$ cat src/rtl/alu_arbiter.sv
// Round-robin arbiter sharing one combinational ALU between two requesters.
// Each op runs IDLE -> EXEC -> RESP and returns its result tagged with the requester id.
module alu_arbiter #(
  parameter int W  = 8,
  parameter int NW = 3,
  parameter int CW = 8
) (
  input  logic          clk,
  input  logic          rst,
  input  logic          req0_valid,
  output logic          req0_ready,
  input  logic [W-1:0]  req0_a,
  input  logic [W-1:0]  req0_b,
  input  logic [2:0]    req0_op,
  input  logic [NW-1:0] req0_n,
  input  logic          req1_valid,
  output logic          req1_ready,
  input  logic [W-1:0]  req1_a,
  input  logic [W-1:0]  req1_b,
  input  logic [2:0]    req1_op,
  input  logic [NW-1:0] req1_n,
  output logic [W-1:0]  alu_a,
  output logic [W-1:0]  alu_b,
  output logic [2:0]    alu_s,
  output logic [NW-1:0] alu_n,
  output logic          alu_si,
  input  logic [W-1:0]  alu_w,
  input  logic          alu_co,
  input  logic          alu_ov,
  input  logic          alu_zero,
  input  logic          alu_neg,
  input  logic          alu_gt,
  input  logic          alu_eq,
  output logic          rsp_valid,
  input  logic          rsp_ready,
  output logic          rsp_id,
  output logic [W-1:0]  rsp_w,
  output logic [5:0]    rsp_flags,
  output logic [CW-1:0] cnt0,
  output logic [CW-1:0] cnt1
);

  typedef enum logic [1:0] {
    IDLE = 2'd0,
    EXEC = 2'd1,
    RESP = 2'd2
  } state_t;

  state_t          state_r;
  logic            last_id_r;
  logic            id_r;
  logic [W-1:0]    op_a_r;
  logic [W-1:0]    op_b_r;
  logic [2:0]      op_s_r;
  logic [NW-1:0]   op_n_r;
  logic            rsp_valid_r;
  logic            rsp_id_r;
  logic [W-1:0]    rsp_w_r;
  logic [5:0]      rsp_flags_r;
  logic [CW-1:0]   cnt0_r;
  logic [CW-1:0]   cnt1_r;
  logic            gnt0_s;
  logic            gnt1_s;

  localparam logic [CW-1:0] CNT_ONE = {{(CW-1){1'b0}}, 1'b1};

  // Grant decode: on a tie the requester that did not win last time goes next.
  always_comb begin
    gnt0_s = 1'b0;
    gnt1_s = 1'b0;
    if (state_r == IDLE) begin
      if (req0_valid && req1_valid) begin
        gnt0_s = last_id_r;
        gnt1_s = ~last_id_r;
      end else begin
        gnt0_s = req0_valid;
        gnt1_s = req1_valid;
      end
    end else begin
      gnt0_s = 1'b0;
      gnt1_s = 1'b0;
    end
  end

  assign req0_ready = gnt0_s;
  assign req1_ready = gnt1_s;

  assign alu_a  = op_a_r;
  assign alu_b  = op_b_r;
  assign alu_s  = op_s_r;
  assign alu_n  = op_n_r;
  assign alu_si = 1'b0;

  assign rsp_valid = rsp_valid_r;
  assign rsp_id    = rsp_id_r;
  assign rsp_w     = rsp_w_r;
  assign rsp_flags = rsp_flags_r;
  assign cnt0      = cnt0_r;
  assign cnt1      = cnt1_r;

  // Sequencer: capture granted op, sample ALU after one cycle, hold response until taken.
  always_ff @(posedge clk) begin
    if (rst) begin
      state_r     <= IDLE;
      last_id_r   <= 1'b1;
      id_r        <= 1'b0;
      op_a_r      <= {W{1'b0}};
      op_b_r      <= {W{1'b0}};
      op_s_r      <= 3'd0;
      op_n_r      <= {NW{1'b0}};
      rsp_valid_r <= 1'b0;
      rsp_id_r    <= 1'b0;
      rsp_w_r     <= {W{1'b0}};
      rsp_flags_r <= 6'd0;
      cnt0_r      <= {CW{1'b0}};
      cnt1_r      <= {CW{1'b0}};
    end else begin
      case (state_r)
        IDLE: begin
          if (gnt1_s) begin
            op_a_r    <= req1_a;
            op_b_r    <= req1_b;
            op_s_r    <= req1_op;
            op_n_r    <= req1_n;
            id_r      <= 1'b1;
            last_id_r <= 1'b1;
            state_r   <= EXEC;
          end else if (gnt0_s) begin
            op_a_r    <= req0_a;
            op_b_r    <= req0_b;
            op_s_r    <= req0_op;
            op_n_r    <= req0_n;
            id_r      <= 1'b0;
            last_id_r <= 1'b0;
            state_r   <= EXEC;
          end else begin
            state_r   <= IDLE;
          end
        end
        EXEC: begin
          rsp_w_r     <= alu_w;
          rsp_flags_r <= {alu_co, alu_ov, alu_zero, alu_neg, alu_gt, alu_eq};
          rsp_id_r    <= id_r;
          rsp_valid_r <= 1'b1;
          state_r     <= RESP;
        end
        RESP: begin
          if (rsp_ready) begin
            rsp_valid_r <= 1'b0;
            if (rsp_id_r) begin
              cnt1_r <= cnt1_r + CNT_ONE;
            end else begin
              cnt0_r <= cnt0_r + CNT_ONE;
            end
            state_r <= IDLE;
          end else begin
            state_r <= RESP;
          end
        end
        default: begin
          rsp_valid_r <= 1'b0;
          state_r     <= IDLE;
        end
      endcase
    end
  end

endmodule

$ cat config.mk
export PLATFORM = sky130hd
export DESIGN_NAME = alu_arbiter
export DESIGN_NICKNAME = d
export VERILOG_FILES = /design/src/rtl/alu_arbiter.sv
export SDC_FILE = /design/constraint.sdc
export NUM_CORES = 1
export LEC_CHECK = 0
export ABC_AREA = 1
export ABC_CLOCK_PERIOD_IN_PS = 1500
export BUFFER_PORTS_ARGS = -buffer_cell sky130_fd_sc_hd__buf_2
export CELL_PAD_IN_SITES_DETAIL_PLACEMENT = 2
export CELL_PAD_IN_SITES_GLOBAL_PLACEMENT = 2
export CORE_MARGIN = 2
export CORE_UTILIZATION = 24
export CTS_BUF_LIST = sky130_fd_sc_hd__clkbuf_2 sky130_fd_sc_hd__clkbuf_4 sky130_fd_sc_hd__clkbuf_8
export CTS_CLUSTER_SIZE = 8
export DETAILED_ROUTE_END_ITERATION = 6
export PLACE_DENSITY = 0.91
export REMOVE_ABC_BUFFERS = 1
export SKIP_LAST_GASP = 1
export SLEW_MARGIN = 5
export SYNTH_ARGS = -nofsm -noshare
export SYNTH_HDL_FRONTEND = slang
export SYNTH_SLANG_ARGS = --single-unit
$ cat constraint.sdc
create_clock -name clk -period 1.5 [get_ports clk]
set_input_delay 0.15 -clock clk [delete_from_list [all_inputs] [get_ports clk]]
set_output_delay 0.15 -clock clk [all_outputs]
set_load 0.005 [all_outputs]
==> results.sh <==
export IMPL_status="complete, no violations"
export IMPL_via_per_inst=4.52
export IMPL_fmax_ghz=0.697
export IMPL_synth_warnings=0
export IMPL_finalSetupViolations=0
export IMPL_cts_made_buffers=9
export IMPL_p_int_mw=2.74
export IMPL_syn_to_final_growth_pct=38.8
export IMPL_grt_pass1_vias=3002
export IMPL_ir_worst_vdd_mv=0.351
export IMPL_grtUsageMet2_pct=30.3
export IMPL_finalWirelength_um=8930
export IMPL_track_usage_pct=15.2
export IMPL_dpl_cell_count=604
export IMPL_cts_tree="yes"
export IMPL_grt_max_degree=48
export IMPL_synth_top_area_cell="dfxtp_1"
export IMPL_clkPwrFrac_pct=37.7
export IMPL_syn_inst=360
export IMPL_synth_seq_area_share_pct=45.9
export IMPL_path_clk_slew_ns=0.07
export IMPL_hold_class="input port to register"
export IMPL_insertion_delay_ns=0.33
export IMPL_switching_share_pct=27.9
export IMPL_netSwitchingPower_mw=1.06
export IMPL_final_antenna_net_count=0
export IMPL_finalWorstSetupSlack_ns=0.0649
export IMPL_synth_edff_count=0
export IMPL_coreArea_um2=10300
export IMPL_finalMaxSlewViolations=0
export IMPL_power_frac_comb_pct=16.7
export IMPL_grt_use_met3_pct=4.32
export IMPL_p_leak_nw=1.83
export IMPL_gr_total_overflow=0
export IMPL_first_iter_violations=54
export IMPL_num_io_pins=120
export IMPL_dieArea_um2=11400
export IMPL_yosysMostFrequentCell="nand2_1"
export IMPL_dp_hpwl_um=6670
export IMPL_finalPower_mw=3.80
export IMPL_netlist_area_um2=2530
export IMPL_synthTopCellsByArea="dfxtp_1, o21ai_0, nand2_1"
export IMPL_gr_usage_met1_pct=15.6
export IMPL_drv_cap=0
export IMPL_via_count=2809
export IMPL_synth_seq_cells=58
export IMPL_clock_path_buffers=2
export IMPL_htree_levels=3
export IMPL_cts_root_buf="clkbuf_8"
export IMPL_setup_tns_ns=0
export IMPL_post_route_period_util_pct=95.7
export IMPL_drive_above_1_share_pct=31.1
export IMPL_cts_hold_repair_buffers=0
export IMPL_seqPwrFrac_pct=45.7
export IMPL_synth_main_ff_cell="dfxtp_1"
export IMPL_yosysTopAreaCellShare_pct=45.9
export IMPL_avgSynthCellArea_um2=7.02
export IMPL_required_ns=1.35
export IMPL_grt_busiest_layer="met2"
export IMPL_finalCriticalPeriod_ns=1.44
export IMPL_drc=0
export IMPL_critical_path_arrival_ns=1.29
export IMPL_routedWlPerCell_um=14.4
export IMPL_antenna_found_initial=0
export IMPL_place_port_buffers=118
export IMPL_die_h_um=107
export IMPL_final_hold_violation_count=0
export IMPL_stdcell_count=621
export IMPL_worstSetupEndpointType="output port"
export IMPL_yosys_top_cells_count="nand2_1, dfxtp_1, inv_1, o21ai_0, nor2_1"
export IMPL_antenna_cells=0
export IMPL_postLayoutCoreUtil_pct=34.1
export IMPL_grt_pass1_wl_um=14000
export IMPL_crit_type="register to output port"
export IMPL_initial_core_util_pct=24.6
export IMPL_dr_pass1_iters=4
export IMPL_fin_nets=546
export IMPL_yosysUniqueCellTypes=26
export IMPL_synthArstFlopShare_pct=0
export IMPL_num_rows=37
export IMPL_preCtsSetupSlack_ns=0.0929
export IMPL_path_max_fanout=24
export IMPL_skew_ns=0.0110
export IMPL_setup_worst_path_start_class="register"
export IMPL_clock_sinks=58
export IMPL_powerDensity_nw_per_um2=1080
export IMPL_die_w_um=107
export IMPL_place_congestion=0.704
==> state kept, by name (all words and copies together), names as in the netlist <==
| register | flops |
|---|---|
| alu_a | 8 |
| alu_b | 8 |
| cnt0 | 8 |
| cnt1 | 8 |
| rsp_w | 8 |
| rsp_flags | 6 |
| alu_n | 3 |
| alu_s | 3 |
| state_r | 2 |
| id_r | 1 |
| last_id_r | 1 |
| rsp_id | 1 |
| rsp_valid | 1 |
==> repair_timing <==
action | CTS | global route
gates resized for setup | 2 | 3
gates cloned | 0 | 1
setup endpoints to repair | 1 | 4
pin swaps | 0 | 1
setup buffers | 0 | 1
==> power groups by stage <==
stage | logic [mW] | clock network (mW) | registers, mW
floorplan | 0.258 | 0 | 1.77
global placement | 0.583 | 0 | 1.76
detailed placement | 0.619 | 0 | 1.77
CTS | 0.623 | 1.50 | 1.74
global route | 0.718 | 1.56 | 1.75
finish | 0.634 | 1.43 | 1.74
==> cells by family (layout without fill, tap and decap cells) <==
family,after synthesis,count (layout),synth area share [%]
AOI/OAI and AO/OA,82,82,16.6
xor gates and xnor gates,1,1,0.346
adders and majority gates,2,2,0.989
buffers and inverters,69,194,11.1
DFF,58,58,45.9
other,1,1,0.148
and+or+nand+nor,147,147,24.9
==> final timing paths <==
| check | start | to | slack (ns) | cells after the start |
|---|---|---|---|---|
| hold / removal | alu_eq | rsp_flags[0]$_SDFFE_PP0P_ | 0.05 | 3 |
| hold reg to reg | id_r$_SDFFE_PP0P_ | id_r$_SDFFE_PP0P_ | 0.47 | 2 |
| setup / recovery | state_r[0]$_SDFF_PP0_ | req1_ready | 0.06 | 5 |
| setup reg to reg | state_r[0]$_SDFF_PP0_ | cnt1[6]$_SDFFE_PP0P_ | 0.14 | 6 |
==> per-layer routing <==
metal,wire length [um],part of all wire [%],vias to the layer above
li1,-,-,1384
met1,3620,41,1341
met2,4760,53,78
met3,486,5.4,6
met4,56,0.63,0
met5,0,0,-
==> per-stage QoR <==
| step | cell area (um2) | hold WS [ns] |
|---|---|---|
| 5_1_grt | 3510 | 0.0432 |
| 3_3_place_gp | 3270 | 0.374 |
| 3_5_place_dp | 3270 | 0.386 |
| 2_1_floorplan | 2440 | 0.219 |
| 6_report | 3510 | 0.0477 |
| 4_1_cts | 3470 | 0.0325 |
==> cells in the final DEF (no fill, tap or decap), types with 5 or more instances in the layout <==
cell type and count:
dfxtp_1 57, nand3_1 29, inv_1 50, nand2_1 60, o21ai_1 20, buf_2 118, o21ai_0 46, nand4_1 5
buf_4 7, a21oi_1 13, clkbuf_8 10, nor2_1 45
==> critical path, cell delays in order (launching register included) <==
cell	delay, ns
dfxtp_1	0.35
nor2_4	0.16
nand3_4	0.12
buf_12	0.17
inv_1	0.05
buf_2	0.10
==> layout make-up <==
cell class / instances / area, um2
clock buffer: 10 / 138
inverter: 52 / 195
clock inverter: 5 / 55.1
fill: 1260 / 6770
multi-input combinational: 233 / 1100
sequential: 58 / 1160
timing repair buffer: 127 / 688
tap: 136 / 170
Power figures use the tool's default switching activity.
